==> config.mk <==
export PLATFORM = sky130hd
export DESIGN_NAME = id_ex_reg
export DESIGN_NICKNAME = d
export VERILOG_FILES = /design/src/rtl/id_ex_reg.sv
export SDC_FILE = /design/constraint.sdc
export NUM_CORES = 1
export LEC_CHECK = 0
export CAP_MARGIN = 20
export CORE_MARGIN = 2
export CORE_UTILIZATION = 45
export DETAILED_ROUTE_END_ITERATION = 10
export PLACE_DENSITY = 0.88
export SLEW_MARGIN = 10
export SYNTH_ARGS = -nofsm -noshare
export SYNTH_HDL_FRONTEND = slang
export SYNTH_SLANG_ARGS = --single-unit
==> constraint.sdc <==
create_clock -name clk_i -period 5.3 [get_ports clk_i]
set_input_delay 1.06 -clock clk_i [delete_from_list [all_inputs] [get_ports clk_i]]
set_output_delay 1.06 -clock clk_i [all_outputs]
set_load 0.005 [all_outputs]
==> src/rtl/id_ex_reg.sv <==
// ID/EX pipeline register: captures decode control and operands for the execute stage.
// Supports stall (hold), bubble insertion (flush) and a saturating bubble counter.
module id_ex_reg #(
  parameter int CNT_W = 16
) (
  input  logic             clk_i,
  input  logic             rst_i,
  input  logic             hold_i,
  input  logic             flush_i,
  input  logic             RegWrite_i,
  input  logic             MemtoReg_i,
  input  logic             MemRead_i,
  input  logic             MemWrite_i,
  input  logic [1:0]       ALUOp_i,
  input  logic             ALUSrc_i,
  input  logic [31:0]      RS1data_i,
  input  logic [31:0]      RS2data_i,
  input  logic [31:0]      Imm_i,
  input  logic [9:0]       funct_i,
  input  logic [4:0]       RS1addr_i,
  input  logic [4:0]       RS2addr_i,
  input  logic [4:0]       RDaddr_i,
  output logic             RegWrite_o,
  output logic             MemtoReg_o,
  output logic             MemRead_o,
  output logic             MemWrite_o,
  output logic [1:0]       ALUOp_o,
  output logic             ALUSrc_o,
  output logic [31:0]      RS1data_o,
  output logic [31:0]      RS2data_o,
  output logic [31:0]      Imm_o,
  output logic [9:0]       funct_o,
  output logic [4:0]       RS1addr_o,
  output logic [4:0]       RS2addr_o,
  output logic [4:0]       RDaddr_o,
  output logic             valid_o,
  output logic [CNT_W-1:0] bubble_cnt_o
);

  logic             rd_nz_s;
  logic [CNT_W-1:0] cnt_max_s;
  logic [CNT_W-1:0] cnt_next_s;

  assign cnt_max_s = {CNT_W{1'b1}};

  // Write-to-x0 filter and saturating next value of the bubble counter.
  always_comb begin
    rd_nz_s    = 1'b0;
    cnt_next_s = bubble_cnt_o;
    rd_nz_s    = (RDaddr_i != 5'd0);
    if (bubble_cnt_o == cnt_max_s) begin
      cnt_next_s = bubble_cnt_o;
    end else begin
      cnt_next_s = bubble_cnt_o + {{(CNT_W-1){1'b0}}, 1'b1};
    end
  end

  // Pipeline register: flush beats hold, hold freezes everything, otherwise load.
  always_ff @(posedge clk_i or negedge rst_i) begin
    if (!rst_i) begin
      RegWrite_o   <= 1'b0;
      MemtoReg_o   <= 1'b0;
      MemRead_o    <= 1'b0;
      MemWrite_o   <= 1'b0;
      ALUOp_o      <= 2'b00;
      ALUSrc_o     <= 1'b0;
      RS1data_o    <= 32'h0000_0000;
      RS2data_o    <= 32'h0000_0000;
      Imm_o        <= 32'h0000_0000;
      funct_o      <= 10'd0;
      RS1addr_o    <= 5'd0;
      RS2addr_o    <= 5'd0;
      RDaddr_o     <= 5'd0;
      valid_o      <= 1'b0;
      bubble_cnt_o <= {CNT_W{1'b0}};
    end else if (flush_i) begin
      RegWrite_o   <= 1'b0;
      MemtoReg_o   <= 1'b0;
      MemRead_o    <= 1'b0;
      MemWrite_o   <= 1'b0;
      ALUOp_o      <= 2'b00;
      ALUSrc_o     <= 1'b0;
      RS1data_o    <= 32'h0000_0000;
      RS2data_o    <= 32'h0000_0000;
      Imm_o        <= 32'h0000_0000;
      funct_o      <= 10'd0;
      RS1addr_o    <= 5'd0;
      RS2addr_o    <= 5'd0;
      RDaddr_o     <= 5'd0;
      valid_o      <= 1'b0;
      bubble_cnt_o <= cnt_next_s;
    end else if (!hold_i) begin
      RegWrite_o   <= RegWrite_i & rd_nz_s;
      MemtoReg_o   <= MemtoReg_i;
      MemRead_o    <= MemRead_i;
      MemWrite_o   <= MemWrite_i;
      ALUOp_o      <= ALUOp_i;
      ALUSrc_o     <= ALUSrc_i;
      RS1data_o    <= RS1data_i;
      RS2data_o    <= RS2data_i;
      Imm_o        <= Imm_i;
      funct_o      <= funct_i;
      RS1addr_o    <= RS1addr_i;
      RS2addr_o    <= RS2addr_i;
      RDaddr_o     <= RDaddr_i;
      valid_o      <= 1'b1;
      bubble_cnt_o <= bubble_cnt_o;
    end else begin
      valid_o      <= valid_o;
      bubble_cnt_o <= bubble_cnt_o;
    end
  end

endmodule

---- Yosys cells after proc, flatten, opt, wreduce, memory -nomap -nowiden ----
Cells that the tools add are included.
word-level totals
  flip-flop bits (word level) ............. 145
  latch bits .............................. 0
  bits in writable memories ............... 0
  memory bits (read-only) ................. 0
  output and inout port bits .............. 145
  logic and storage cells ................. 50
  memories kept ........................... 0
cells by class
  $add $sub $neg .......................... 1
  multipliers ............................. 0
  div/mod/pow operators ................... 0
  order comparisons ....................... 0
  equal/unequal tests ..................... 2
  shift operators ......................... 0
  multiplexer cells ....................... 28
  bitwise operators ....................... 2
  reductions and logical operators ........ 2
operators by type and width
  operator                 count
  $mux W32                 6
  $mux W5                  6
  $mux W10                 2
  $add A16 B1 Y16 const B  1
  $eq A16 B16 Y1 const B   1
  $mux W1                  12
  $reduce_bool A5 Y1       1
  $mux W2                  2
  $ne A2 B1 Y1 const B     1
  $reduce_and A2 Y1        1
  $and A1 B1 Y1            1
  $not A1 Y1               1

---- Depth between registers and ports, before layout ----
  depth in word-level cells ............... 4
  gate-level depth with buffers ........... 6
  mapped depth without buffers ............ 5

---- Worst setup path before layout ----
Ideal clock, no wire load.
  path type ............................... input -> register
  from .................................... in flush_i
  to ...................................... reg bubble_cnt_o[13]
  setup time .............................. 124 ps
  data arrival time ....................... 2,055 ps
  data required time ...................... 5,176 ps
  setup slack ............................. 3,120 ps
  stages on the path ...................... 5
  path buffers ............................ 1
  path through ............................ buf_2 nand4_1 nor4_2 nand4_1 xnor2_1
on the way
  word-level cells in the longest chain between the ends .. 1
ends and longest elaborated chain
  item                         RTL line  source
  start, declared              9         input logic flush_i,
  $reduce_and A2 Y1 (no line)  -
  end signal, assigned         75        bubble_cnt_o <= {CNT_W{1'b0}};
  end signal, assigned         91        bubble_cnt_o <= cnt_next_s;
  end signal, assigned         107       bubble_cnt_o <= bubble_cnt_o;
  end, declared                37        output logic [CNT_W-1:0] bubble_cnt_o
Every way passes these cells.
A chain may end at the register's enable or synchronous reset.

---- Worst setup path in the final report ----
  from .................................... reg bubble_cnt_o[0]
  to ...................................... out bubble_cnt_o[0]
No word-level cell between the ends.

==> impl_metrics.ini <==
[timing]
fin_worst_skew_ps = 6.27
setup_viol = 0
tns_ps = 0
rsz0062_at_grt = false
tightestPinTransition_ps = 1030
hold_viol = 0
fin_crit_ps = 2490
post-route-period-util = 0.469
max_freq_mhz = 402
relSlewSlack = 0.316
hold_slack_ps = 508
slew_viol_final = 0

[outcome]
status = complete, no violations

[logic_synthesis]
syn_inst = 496
syn_area_per_cell_sq_um = 12.0
yosysUniqueCellTypes = 29
yosys_warnings = 0
synth_fp_nets = 629
synth_flop_cell = dfrtp_1
synthArstFlopShare = 1.00
synth_seq_cells = 145
syn_area_sq_mm = 0.00593
ys_seq_area_frac = 0.611
synth_edf_count = 0

[clock_tree]
post_cts.repair.setup_buffers = 0
ctsHoldBuffers = 0
cts_tree = yes
h-tree-depth = 4
insertion_delay_ps = 400
cts_inserted_buffers = 17
cts_sinks = 145
cts_resized = 0
clkSlewWorstSetupHoldPaths_ps = 60
clk_path_buf_depth = 2
clock_tree.root_cell = clkbuf_16

[die]
coreArea_sq_mm = 0.0127
initial_core_util = 0.466
ioPinCount = 277
dieArea_sq_mm = 0.0141
die_h_um = 119
num_rows = 41
fp.dieW_um = 119

[place]
dpl_cell_area_sq_mm = 0.00880
dp_cells = 917
place_congestion = 0.812
dpl.hpwl_um = 11500
portBuffers = 276

[worst_setup_path]
crit_type = reg2out
slowest_stage = clkdlybuf4s50_1
cp-end-kind = output pin
arrival_ps = 1430
worst_setup_path_start_kind = flop
path_max_fanout = 5
required_ps = 4240
cp_cell_sequence = clkdlybuf4s50_1
critPathTopFamily = buffers and inverters
worst-path-buf-inv = 1
critPathMaxStageDelay_ps = 570

[power_and_ir_drop]
seq_power_share = 0.419
p_sw_uw = 703
ir_worst_vdd_v = 0.000250
p_leak_nw = 4.41
p_int_mw = 2.32
power.density_mw_per_mm2 = 320
p_sw_frac = 0.233
comb_power_share = 0.165
clockPowerShare = 0.416

[finish]
finalInstanceArea_sq_mm = 0.00943
fillers = 852
final_common_cell = clkdlybuf4s50_1
syn_to_final_growth_pct = 58.8
mostFrequentLayoutCells = clkdlybuf4s50_1, dfrtp_1, nor2_1
finalNetCount = 897
final_cells = 947
diodes = 0
drive_gt1_frac = 0.0542

[routing]
wl_um = 16300
via_count = 4675
drt-pass1-iter-count = 4
wl_per_cell_um = 17.2
antenna_left = 0
drc = 0
viasPerCell = 4.94
drtIter0Drc = 327

[global_route]
grt_pass1_vias = 4834
gr-usage-all-layers = 0.231
grt-ovfl-total = 0
grt_max_degree = 97
grt_pass1_wl_um = 25800
antenna_found_initial = 0

[flow_run]
drv_cap = 0

[hold_path]
hold_class = reg2reg
==> metal layers <==
metal | vias to the layer above | routed length [um] | global-route usage
li1 | 2197 | - | -
met5 | - | 0 | 0
met4 | 0 | 265 | 0.0670
met3 | 17 | 1140 | 0.0680
met1 | 2271 | 6550 | 0.280
met2 | 190 | 8320 | 0.401
==> layout make-up <==
class	count	area, sq um	share of cell area
clock inverters	10	159	0.0169
repair buffers	280	2790	0.296
clock buffers	20	467	0.0495
multi-input cells	317	2150	0.228
inverters	3	11.3	0.00119
well taps	172	215	0.0228
flip-flops and latches	145	3630	0.385
==> cell families after synthesis <==
group / share of synthesized area
flops: 0.611
xor+xnor: 0.0148
mux: 0.217
buf+inv: 0.0257
compound gates: 0.0114
simple gates: 0.118
fa+ha+maj: 0.00211
==> cells in the mapped netlist (4+ instances only) <==
library cell	n	area, sq um
nor2_1	134	503
mux2i_1	127	1270
nand2_1	9	33.8
clkbuf_1	12	45.0
a21oi_1	4	20.0
xnor2_1	7	61.3
buf_2	14	70.1
nand4_1	6	37.5
dfrtp_1	145	3630
buf_1	4	15.0
nand3_1	6	30.0
==> per-stage QoR <==
stage	util	setup WS (ps)	power, mW
final	0.741	2810	3.02
after global routing	0.741	2740	3.14
after CTS	0.741	2790	3.05
after detailed placement	0.692	2500	1.78
after global placement	0.692	2560	1.76
after floorplan	-	3120	1.44
==> flip-flops by register name (all words and copies together), names as in the netlist, 2 cells and up <==
name / count
RS1data_o: 32
ALUOp_o: 2
Imm_o: 32
RDaddr_o: 5
funct_o: 10
RS2addr_o: 5
RS1addr_o: 5
RS2data_o: 32
bubble_cnt_o: 16
==> power by group through the flow <==
stage	clock, mW	combinational (mW)	sequential [mW]
finish	1.26	0.499	1.27
floorplan	0	0.170	1.27
global route	1.33	0.538	1.28
global placement	0	0.485	1.28
detailed placement	0	0.498	1.28
CTS	1.28	0.503	1.26
==> worst paths after layout <==
check | startpoint | endpoint | slack [ps] | cells past startpoint
worst max-delay path | bubble_cnt_o[0] | bubble_cnt_o[0] | 2810 | 1
worst min-delay path | valid_o | valid_o | 510 | 1
worst max register to register | bubble_cnt_o[0] | bubble_cnt_o[1] | 3250 | 5
worst min register to register | valid_o | valid_o | 510 | 1
max in group asynchronous | rst_i | RS2addr_o[3] | 3340 | 2
min in group asynchronous | rst_i | Imm_o[14] | 710 | 1
(Power assumes the default switching activity.)
